`src/rtl/mc_pkg.sv`:
```
// Shared constants for the multicycle MIPS controller: opcodes, funct codes,
// ALU operation codes, FSM state codes and datapath select encodings.
package mc_pkg;

  localparam logic [5:0] OP_RTYPE = 6'b000000;
  localparam logic [5:0] OP_J     = 6'b000010;
  localparam logic [5:0] OP_JAL   = 6'b000011;
  localparam logic [5:0] OP_BEQ   = 6'b000100;
  localparam logic [5:0] OP_BNE   = 6'b000101;
  localparam logic [5:0] OP_ADDI  = 6'b001000;
  localparam logic [5:0] OP_ADDIU = 6'b001001;
  localparam logic [5:0] OP_SLTI  = 6'b001010;
  localparam logic [5:0] OP_ANDI  = 6'b001100;
  localparam logic [5:0] OP_ORI   = 6'b001101;
  localparam logic [5:0] OP_LUI   = 6'b001111;
  localparam logic [5:0] OP_LW    = 6'b100011;
  localparam logic [5:0] OP_SW    = 6'b101011;

  localparam logic [5:0] FN_SLL  = 6'b000000;
  localparam logic [5:0] FN_SRL  = 6'b000010;
  localparam logic [5:0] FN_SRA  = 6'b000011;
  localparam logic [5:0] FN_JR   = 6'b001000;
  localparam logic [5:0] FN_ADD  = 6'b100000;
  localparam logic [5:0] FN_ADDU = 6'b100001;
  localparam logic [5:0] FN_SUB  = 6'b100010;
  localparam logic [5:0] FN_SUBU = 6'b100011;
  localparam logic [5:0] FN_AND  = 6'b100100;
  localparam logic [5:0] FN_OR   = 6'b100101;
  localparam logic [5:0] FN_XOR  = 6'b100110;
  localparam logic [5:0] FN_NOR  = 6'b100111;
  localparam logic [5:0] FN_SLT  = 6'b101010;

  localparam logic [3:0] ALU_NOP = 4'd0;
  localparam logic [3:0] ALU_ADD = 4'd1;
  localparam logic [3:0] ALU_SUB = 4'd2;
  localparam logic [3:0] ALU_AND = 4'd3;
  localparam logic [3:0] ALU_OR  = 4'd4;
  localparam logic [3:0] ALU_XOR = 4'd5;
  localparam logic [3:0] ALU_NOR = 4'd6;
  localparam logic [3:0] ALU_SLT = 4'd7;
  localparam logic [3:0] ALU_SLL = 4'd8;
  localparam logic [3:0] ALU_SRL = 4'd9;
  localparam logic [3:0] ALU_SRA = 4'd10;
  localparam logic [3:0] ALU_LUI = 4'd11;

  typedef enum logic [3:0] {
    S_FETCH   = 4'd0,
    S_DECODE  = 4'd1,
    S_MEMADR  = 4'd2,
    S_MEMRD   = 4'd3,
    S_MEMWB   = 4'd4,
    S_MEMWR   = 4'd5,
    S_REXE    = 4'd6,
    S_ALUWB   = 4'd7,
    S_IEXE    = 4'd8,
    S_IWB     = 4'd9,
    S_BRANCH  = 4'd10,
    S_JUMP    = 4'd11,
    S_JAL     = 4'd12,
    S_RJR     = 4'd13,
    S_ILLEGAL = 4'd14,
    S_HALT    = 4'd15
  } state_t;

  localparam logic [1:0] SRCA_PC    = 2'd0;
  localparam logic [1:0] SRCA_A     = 2'd1;
  localparam logic [1:0] SRCA_SHAMT = 2'd2;
  localparam logic [1:0] SRCA_ZERO  = 2'd3;

  localparam logic [1:0] SRCB_B    = 2'd0;
  localparam logic [1:0] SRCB_FOUR = 2'd1;
  localparam logic [1:0] SRCB_IMM  = 2'd2;
  localparam logic [1:0] SRCB_BOFF = 2'd3;

  localparam logic [1:0] PCSRC_ALU    = 2'd0;
  localparam logic [1:0] PCSRC_ALUOUT = 2'd1;
  localparam logic [1:0] PCSRC_JUMP   = 2'd2;
  localparam logic [1:0] PCSRC_RD1    = 2'd3;

  localparam logic [1:0] GPR_RD  = 2'd0;
  localparam logic [1:0] GPR_RT  = 2'd1;
  localparam logic [1:0] GPR_R31 = 2'd2;

  localparam logic [1:0] WD_ALUOUT = 2'd0;
  localparam logic [1:0] WD_DATA   = 2'd1;
  localparam logic [1:0] WD_PC     = 2'd2;

endpackage

```
`src/rtl/mc_alu_dec.sv`:
```
// ALU decode for the multicycle controller: maps Op/Funct to the ALU
// operation, immediate extension mode and shift-amount select. funct_bad
// flags an R-type funct with no ALU meaning (jr is handled by the FSM).
module mc_alu_dec
  import mc_pkg::*;
(
  input  logic [5:0] op,
  input  logic [5:0] funct,
  output logic [3:0] alu_op,
  output logic       ext_op,
  output logic       shift_sel,
  output logic       funct_bad
);

  // R-type decode by funct, I-type decode by opcode
  always_comb begin
    alu_op    = ALU_NOP;
    ext_op    = 1'b1;
    shift_sel = 1'b0;
    funct_bad = 1'b0;
    if (op == OP_RTYPE) begin
      case (funct)
        FN_ADD, FN_ADDU: alu_op = ALU_ADD;
        FN_SUB, FN_SUBU: alu_op = ALU_SUB;
        FN_AND:          alu_op = ALU_AND;
        FN_OR:           alu_op = ALU_OR;
        FN_XOR:          alu_op = ALU_XOR;
        FN_NOR:          alu_op = ALU_NOR;
        FN_SLT:          alu_op = ALU_SLT;
        FN_SLL: begin alu_op = ALU_SLL; shift_sel = 1'b1; end
        FN_SRL: begin alu_op = ALU_SRL; shift_sel = 1'b1; end
        FN_SRA: begin alu_op = ALU_SRA; shift_sel = 1'b1; end
        default: funct_bad = 1'b1;
      endcase
    end else begin
      case (op)
        OP_ADDI, OP_ADDIU: alu_op = ALU_ADD;
        OP_ANDI: begin alu_op = ALU_AND; ext_op = 1'b0; end
        OP_ORI:  begin alu_op = ALU_OR;  ext_op = 1'b0; end
        OP_SLTI: alu_op = ALU_SLT;
        OP_LUI:  alu_op = ALU_LUI;
        default: alu_op = ALU_NOP;
      endcase
    end
  end

endmodule

```
`src/rtl/mc_fsm_ctrl.sv`:
```
// Multicycle control sequencer for the single-memory-port MIPS datapath,
// with a mem_ready handshake that stalls fetch and load/store accesses.
// Build option: MC_FSM_TRAP_EN makes an illegal instruction halt the core
// (sticky until reset) instead of retiring as a NOP.
//
// state   | meaning
// FETCH   | read instruction at PC, PC <= PC+4 when memory is ready
// DECODE  | pick next state by opcode, precompute branch target
// MEMADR  | compute load/store address
// MEMRD   | load access, waits on mem_ready
// MEMWB   | write loaded data to rt
// MEMWR   | store access, waits on mem_ready
// REXE    | R-type ALU operation
// ALUWB   | write ALU result to rd
// IEXE    | immediate ALU operation
// IWB     | write ALU result to rt
// BRANCH  | compare, conditionally load branch target
// JUMP    | load jump target
// JAL     | load jump target, link PC into r31
// RJR     | load PC from rs
// ILLEGAL | undecodable instruction, one cycle
// HALT    | trapped, only left by reset
module mc_fsm_ctrl
  import mc_pkg::*;
#(
  parameter int STATE_W = 4
) (
  input  logic               clk,
  input  logic               rst,
  input  logic [5:0]         Op,
  input  logic [5:0]         Funct,
  input  logic               Zero,
  input  logic               mem_ready,
  output logic               mem_req,
  output logic               RegWrite,
  output logic               MemWrite,
  output logic               PCWrite,
  output logic               IRWrite,
  output logic               IorD,
  output logic               EXTOp,
  output logic [3:0]         ALUOp,
  output logic [1:0]         ALUSrcA,
  output logic [1:0]         ALUSrcB,
  output logic [1:0]         PCSource,
  output logic [1:0]         GPRSel,
  output logic [1:0]         WDSel,
  output logic               illegal,
  output logic [STATE_W-1:0] state_o
);

  state_t     state, state_nxt;
  logic [3:0] dec_alu_op;
  logic       dec_ext_op;
  logic       dec_shift;
  logic       dec_funct_bad;

  mc_alu_dec u_alu_dec (
    .op        (Op),
    .funct     (Funct),
    .alu_op    (dec_alu_op),
    .ext_op    (dec_ext_op),
    .shift_sel (dec_shift),
    .funct_bad (dec_funct_bad)
  );

  assign state_o = STATE_W'(state);

  // State register; reset aborts any instruction in flight
  always_ff @(posedge clk or negedge rst) begin
    if (!rst) state <= S_FETCH;
    else      state <= state_nxt;
  end

  // Next-state and datapath controls; write enables are forced low in reset
  always_comb begin
    state_nxt = state;
    mem_req   = 1'b0;
    RegWrite  = 1'b0;
    MemWrite  = 1'b0;
    PCWrite   = 1'b0;
    IRWrite   = 1'b0;
    IorD      = 1'b0;
    EXTOp     = 1'b0;
    ALUOp     = ALU_NOP;
    ALUSrcA   = SRCA_PC;
    ALUSrcB   = SRCB_B;
    PCSource  = PCSRC_ALU;
    GPRSel    = GPR_RD;
    WDSel     = WD_ALUOUT;
    illegal   = 1'b0;

    case (state)
      S_FETCH: begin
        mem_req  = 1'b1;
        ALUSrcB  = SRCB_FOUR;
        ALUOp    = ALU_ADD;
        IRWrite  = mem_ready;
        PCWrite  = mem_ready;
        if (mem_ready) state_nxt = S_DECODE;
      end
      S_DECODE: begin
        ALUSrcB = SRCB_BOFF;
        ALUOp   = ALU_ADD;
        case (Op)
          OP_RTYPE:                   state_nxt = (Funct == FN_JR) ? S_RJR : S_REXE;
          OP_LW, OP_SW:               state_nxt = S_MEMADR;
          OP_BEQ, OP_BNE:             state_nxt = S_BRANCH;
          OP_ADDI, OP_ADDIU, OP_ANDI,
          OP_ORI, OP_SLTI, OP_LUI:    state_nxt = S_IEXE;
          OP_J:                       state_nxt = S_JUMP;
          OP_JAL:                     state_nxt = S_JAL;
          default:                    state_nxt = S_ILLEGAL;
        endcase
      end
      S_REXE: begin
        ALUSrcA   = dec_shift ? SRCA_SHAMT : SRCA_A;
        ALUSrcB   = SRCB_B;
        ALUOp     = dec_alu_op;
        state_nxt = dec_funct_bad ? S_ILLEGAL : S_ALUWB;
      end
      S_ALUWB: begin
        RegWrite  = 1'b1;
        GPRSel    = GPR_RD;
        WDSel     = WD_ALUOUT;
        state_nxt = S_FETCH;
      end
      S_IEXE: begin
        ALUSrcA   = SRCA_A;
        ALUSrcB   = SRCB_IMM;
        EXTOp     = dec_ext_op;
        ALUOp     = dec_alu_op;
        state_nxt = S_IWB;
      end
      S_IWB: begin
        RegWrite  = 1'b1;
        GPRSel    = GPR_RT;
        WDSel     = WD_ALUOUT;
        state_nxt = S_FETCH;
      end
      S_MEMADR: begin
        ALUSrcA   = SRCA_A;
        ALUSrcB   = SRCB_IMM;
        EXTOp     = 1'b1;
        ALUOp     = ALU_ADD;
        state_nxt = (Op == OP_SW) ? S_MEMWR : S_MEMRD;
      end
      S_MEMRD: begin
        mem_req = 1'b1;
        IorD    = 1'b1;
        if (mem_ready) state_nxt = S_MEMWB;
      end
      S_MEMWB: begin
        RegWrite  = 1'b1;
        GPRSel    = GPR_RT;
        WDSel     = WD_DATA;
        state_nxt = S_FETCH;
      end
      S_MEMWR: begin
        mem_req  = 1'b1;
        IorD     = 1'b1;
        MemWrite = 1'b1;
        if (mem_ready) state_nxt = S_FETCH;
      end
      S_BRANCH: begin
        ALUSrcA   = SRCA_A;
        ALUSrcB   = SRCB_B;
        ALUOp     = ALU_SUB;
        PCSource  = PCSRC_ALUOUT;
        PCWrite   = (Op == OP_BNE) ? ~Zero : Zero;
        state_nxt = S_FETCH;
      end
      S_JUMP: begin
        PCSource  = PCSRC_JUMP;
        PCWrite   = 1'b1;
        state_nxt = S_FETCH;
      end
      S_JAL: begin
        PCSource  = PCSRC_JUMP;
        PCWrite   = 1'b1;
        RegWrite  = 1'b1;
        GPRSel    = GPR_R31;
        WDSel     = WD_PC;
        state_nxt = S_FETCH;
      end
      S_RJR: begin
        PCSource  = PCSRC_RD1;
        PCWrite   = 1'b1;
        state_nxt = S_FETCH;
      end
      S_ILLEGAL: begin
        illegal = 1'b1;
`ifdef MC_FSM_TRAP_EN
        state_nxt = S_HALT;
`else
        state_nxt = S_FETCH;
`endif
      end
      S_HALT: begin
`ifdef MC_FSM_TRAP_EN
        illegal   = 1'b1;
        state_nxt = S_HALT;
`else
        state_nxt = S_FETCH;
`endif
      end
      default: state_nxt = S_FETCH;
    endcase

    if (!rst) begin
      RegWrite = 1'b0;
      MemWrite = 1'b0;
      PCWrite  = 1'b0;
      IRWrite  = 1'b0;
      illegal  = 1'b0;
    end
  end

endmodule
```
`config.mk`:
```
export PLATFORM = sky130hd
export DESIGN_NAME = mc_fsm_ctrl
export DESIGN_NICKNAME = d
export VERILOG_FILES = /design/src/rtl/mc_pkg.sv /design/src/rtl/mc_alu_dec.sv /design/src/rtl/mc_fsm_ctrl.sv
export SDC_FILE = /design/constraint.sdc
export NUM_CORES = 1
export LEC_CHECK = 0
export CAP_MARGIN = 10
export CELL_PAD_IN_SITES_DETAIL_PLACEMENT = 1
export CELL_PAD_IN_SITES_GLOBAL_PLACEMENT = 2
export CORE_MARGIN = 2
export CORE_UTILIZATION = 22
export CTS_CLUSTER_SIZE = 10
export DETAILED_ROUTE_END_ITERATION = 8
export GPL_ROUTABILITY_DRIVEN = 0
export PLACE_DENSITY_LB_ADDON = 0.15
export SYNTH_ARGS = -nofsm -noshare
export SYNTH_HDL_FRONTEND = slang
export SYNTH_SLANG_ARGS = --single-unit
```
`constraint.sdc`:
```
create_clock -name clk -period 2.1 [get_ports clk]
set_clock_uncertainty 0.1 [all_clocks]
set_input_delay 0.21 -clock clk [delete_from_list [all_inputs] [get_ports clk]]
set_output_delay 0.21 -clock clk [all_outputs]
set_load 0.01 [all_outputs]
```
-- Word level (Yosys, flattened, before mapping)
Index checks and enable logic that the tools add are counted.
- register bits: 4
- input port bits: 16
- word-level logic and storage cells: 106
- eq/ne operators: 42
- muxes and demuxes: 38
- bitwise logic cells: 1
- reduce and logical (&&, ||, !) cells: 24
- operators with widths (kind ; number):
    $eq 6x6->1 const B ; 11
    $eq 6x4->1 const B ; 7
    $pmux 4 s10 ; 1
    $eq 4x4->1 const B ; 8
    $pmux 4 s8 ; 1
    $eq 6x2->1 const B ; 4
    $mux 4 ; 6
    $pmux 4 s6 ; 1
    $reduce_or 2->1 ; 11
    $pmux 4 s5 ; 1
    $mux 1 ; 18
    $eq 4x3->1 const B ; 4
    $reduce_or 3->1 ; 5
    $eq 6x3->1 const B ; 2
    $logic_not 6->1 ; 2
    $pmux 2 s2 ; 3
    $pmux 2 s3 ; 2
    $pmux 4 s3 ; 1
    $reduce_or 12->1 ; 1
    $reduce_or 9->1 ; 1
    $eq 4x2->1 const B ; 2
    $ne 2x2->1 const B ; 3
    $reduce_or 6->1 ; 1
    $eq 4x1->1 const B ; 1
    other kinds (8) ; 8

-- Depth between registers and ports, before layout
- word-level depth: 6
- gate-level depth with buffers: 7
- gate-level depth less buffers: 5

-- By module
A second synthesis with hierarchy kept.
- cell total of the unflattened synthesis: 186
- area total of the unflattened synthesis: 1218.7 µm²
- by module, submodules not included (module ; instances ; cells an instance ; area an instance (µm²)):
    mc_fsm_ctrl ; 1 ; 133 ; 898.4
    mc_alu_dec ; 1 ; 53 ; 320.3

-- Worst setup path before layout
Ideal clock, no wire load.
- path type: flip-flop to output port
- start point: register state[3], in the netlist state_o[3]
- end point: output ALUOp[0]
- arrival: 1.633 ns
- required time: 1.790 ns
- path slack: 0.157 ns
- stages on the path, launching flop included: 6
- path buffers: 0
- cell sequence: dfrtp_1 > and2b_1 > a22oi_1 > or3_1 > nand2b_1 > o31ai_1
- word-level cells in the longest chain between the ends: 3
- elaborated cells on any way between the ends: 9
- those cells by class: eq/ne (5); mux (1); reduce/logical (3)
- ends and longest elaborated chain (element ; RTL line ; text):
    from (decl) ; mc_fsm_ctrl.sv:51 ; state_t state, state_nxt;
    from (signal assigned) ; mc_fsm_ctrl.sv:71 ; else state <= state_nxt;
    $eq 4x1->1, or another cell as far along ; mc_fsm_ctrl.sv:92 ; case (state)
    $reduce_or 3->1 (no source line) / $reduce_or 2->1 (equally long branches) ; -- ;
    $pmux 4 s3 (*) ; mc_fsm_ctrl.sv:92 ;
    to (decl) ; mc_fsm_ctrl.sv:41 ; output logic [3:0] ALUOp,
Every way passes the cells marked *; elsewhere a longest branch is shown, timed or not.

-- Worst setup path after layout
- start point: register state[3], in the netlist state_o[3]
- end point: output ALUOp[1]
The elaborated chain is that of the path after synthesis.

==> results_tabular.tex <==
\begin{tabular}{lr}
\hline
Metric & Value \\
\hline
\multicolumn{2}{l}{\textbf{STA}} \\
Worst path setup slack after routing & 0.0172 ns \\
Max-slew violation total from the final report & 0 \\
Hold\_ws & 0.300 ns \\
Final min period & 2.08 ns \\
Final Hold Viols & 0 \\
Number of endpoints failing setup at the final stage & 0 \\
Highest clock frequency the design can meet & 0.480 GHz \\
Setup repair after global routing missed its margin & yes \\
Remaining max-slew budget at the tightest pin & 68.6\% \\
Total negative slack & 0 ns \\
Transition time at the pin with the least slew margin & 0.471 ns \\
Final critical-path share of the clock period & 99.2\% \\
\multicolumn{2}{l}{\textbf{Flow run}} \\
Number of maximum-capacitance violations & 0 \\
\multicolumn{2}{l}{\textbf{Clock tree}} \\
Number of buffers inserted during clock tree synthesis & 3 \\
TritonCTS clock tree & done \\
Sinks on Clock Net & 4 \\
Clk root buf & clkbuf\_8 \\
Maximum level of the CTS H-tree & 1 \\
Max Root-Sink Buffers & 2 \\
Cts-stage hold buffer count & 0 \\
Clock latency on the worst-skew pair & 0.22 ns \\
Clock-pin slew on the worst setup and hold paths & 0.03 ns \\
\multicolumn{2}{l}{\textbf{Setup path}} \\
Arrival time at the worst endpoint & 1.77 ns \\
Kind of start point of the critical path & register \\
Worst r2r src & state\_o[1] \\
Worst Path Max Fanout & 2 \\
Buf/Inv on CP & 1 \\
Highest-delay cell along the critical path & dfrtp\_1 \\
Family of cells with the greatest summed delay on the critical path & simple AND/OR/NAND/NOR gates \\
Critical path class & reg -> out \\
Crit. End Element & output port \\
Cell count of the worst reg-to-reg path & 6 \\
Data required time of the worst path & 1.79 ns \\
Worst reg2reg setup slack & 0.13 ns \\
Slowest stage delay, CP & 0.38 ns \\
Worst path cell trace & and2b\_1, a22oi\_2, or3\_4, nand2b\_4, o31ai\_4, buf\_2 \\
Capturing point of the worst reg2reg path & state\_o[0] \\
\multicolumn{2}{l}{\textbf{Place}} \\
HPWL reported at the end of detailed placement & 3680 um \\
Post-Place Setup Slack & -0.642 ns \\
Placed cell count & 297 \\
Buffers added on ports & 41 \\
Post-detailed-placement cell area & 1830 um\^{}2 \\
\multicolumn{2}{l}{\textbf{Floorplan}} \\
Placeable Area & 4690 um\^{}2 \\
Die Area & 5410 um\^{}2 \\
DIE HEIGHT & 73.5 um \\
Effective utilization at floorplan & 22.7\% \\
Floorplan row count & 25 \\
Number of I/O pins & 42 \\
DIE WIDTH & 73.5 um \\
\multicolumn{2}{l}{\textbf{Yosys}} \\
Number of flops mapped to enable cells by yosys & 0 \\
Leading cell types by total area after synthesis & dfrtp\_1 9.4\%, a21oi\_1 8.0\%, nand2b\_1 6.5\% \\
Post-synth top flop & dfrtp\_1 \\
Gate count after technology mapping & 167 \\
Synth warn & 0 \\
Unique masters post-synth & 49 \\
Yosys reg bits & 4 \\
Share of the synthesized area in the top cell type & 9.41\% \\
Post-synthesis average cell area & 6.37 um\^{}2 \\
Share of synthesized registers carrying an async set or reset & 100\% \\
Synth Net Count & 183 \\
Share of the yosys chip area belonging to registers & 9.41\% \\
Area leader, netlist & dfrtp\_1 \\
Post-Syn Area & 1060 um\^{}2 \\
\multicolumn{2}{l}{\textbf{Finish}} \\
Final core occ & 45.1\% \\
Final \#Nets & 275 \\
Final non-filler cell area & 2120 um\^{}2 \\
Filler instances & 601 \\
Number of standard cells in the layout, taps in and fillers out & 311 \\
Diodes inserted & 0 \\
Area of combinational cells with multiple inputs & 1010 um\^{}2 \\
Area of all sequential standard cells & 101 um\^{}2 \\
Area growth from synthesis to layout & 99.2\% \\
Flip-flop count of the largest register after layout & 4 \\
Share of final-layout standard cells stronger than drive strength 1 & 40.1\% \\
\multicolumn{2}{l}{\textbf{Power and ir drop}} \\
Part of the power in combinational logic & 83.1\% \\
Internal cell power & 0.998 mW \\
Switching component of the power & 0.872 mW \\
Switching Share & 46.6\% \\
Total power & 1.87 mW \\
Leakage power figure & 1.00 nW \\
Clock network power share & 8.7\% \\
Power per cell area & 883 nW/um\^{}2 \\
Flop pwr share & 8.2\% \\
Peak supply drop & 0.310 mV \\
\multicolumn{2}{l}{\textbf{Routing}} \\
Routed length on met2 & 2530 um \\
Average vias per placed instance & 5.20 \\
DRC marker count from the first detailed-route iteration & 47 \\
Average detailed-routed wire length per instance & 15.6 um \\
Detailed Routing Iterations Pass 1 & 4 \\
Drc violations & 0 \\
Met1 wire length & 2060 um \\
Uppermost layer routed & met4 \\
Via total after detailed routing & 1616 \\
Sum of routed wire length over all layers & 4840 um \\
Residual antenna-violating net count after detailed routing & 0 \\
Wire length on met3 & 162 um \\
\multicolumn{2}{l}{\textbf{GRT}} \\
Vias in the first global route & 1638 \\
Maximum number of pins on one net before global-route repair & 21 \\
Number of antenna violations at the first check in global routing & 0 \\
Total track usage & 18.1\% \\
First-pass GRT wire length & 7870 um \\
Residual overflow from global routing & 0 \\
\multicolumn{2}{l}{\textbf{Hold path}} \\
Tightest Hold Check Type & in -> async \\
\multicolumn{2}{l}{\textbf{Status}} \\
Run status & finished, final reports clean \\
\hline
\end{tabular}
-- metal layers --
layer | vias up | global-route usage [%]
li1 | 797 | -
met1 | 771 | 21.3
met2 | 40 | 34.6
met3 | 8 | 1.51
met4 | 0 | 4.85
met5 | - | 0
-- worst max path at each step --
stage | start | end | depth (start not counted)
final | state_o[3] | ALUOp[1] | 6
after global routing | state_o[3] | ALUOp[1] | 6
after CTS | Op[0] | ALUOp[1] | 9
after detailed placement | Op[5] | ALUOp[1] | 6
after global placement | Op[4] | ALUOp[0] | 8
after floorplan | state_o[3] | ALUOp[0] | 5
-- final cells by class --
class	instances	area share, %
multi-input combinational	144	47.8
timing repair buffer	102	41.5
sequential	4	4.78
tap	54	3.19
clock buffer	3	1.95
inverter	4	0.709
-- cell usage after synthesis (all sizes together), types with 3 or more instances --
library cell	instances
a21oi	17
and2	3
buf	8
clkbuf	7
dfrtp	4
inv	4
nand2	16
nand2b	11
nand3	5
nor2	13
nor2b	5
nor3	7
nor3b	4
nor4	6
o21ai	11
o31ai	6
or2	4
or3	3
-- power by group through the flow --
stage / registers, mW / logic [mW] / clock network (mW)
after floorplan: 0.167 / 0.712 / 0
after global placement: 0.138 / 1.49 / 0
after detailed placement: 0.142 / 1.52 / 0
after CTS: 0.150 / 1.53 / 0.168
after global routing: 0.159 / 1.70 / 0.177
final: 0.154 / 1.55 / 0.162
-- cell families after synthesis --
family,after synthesis,synth area share [%]
xor gates and xnor gates,2,1.65
DFF,4,9.41
buffers and inverters,19,9.53
AOI/OAI and AO/OA,56,34.6
and+or+nand+nor,86,44.8
-- cells in the final DEF, fill, tap and decap left out, types with 4 or more instances in the layout --
cell,n
nor2_1,11
dlygate4sd2_1,13
buf_4,53
nand2_1,15
o31ai_1,4
o21ai_0,7
dlymetal6s2s_1,7
nand3_1,5
buf_2,5
inv_1,4
clkdlybuf4s50_1,14
nand2b_1,10
buf_6,7
nor2b_1,4
nor3_1,5
a21oi_1,16
-- repair_timing --
| item | 4_1_cts | 5_1_grt |
|---|---|---|
| gates resized for setup | 62 | 26 |
| endpoints found under the setup margin | 17 | 15 |
| pin swaps | 5 | 3 |
| setup buffers | 7 | 4 |
(Power assumes the default switching activity.)
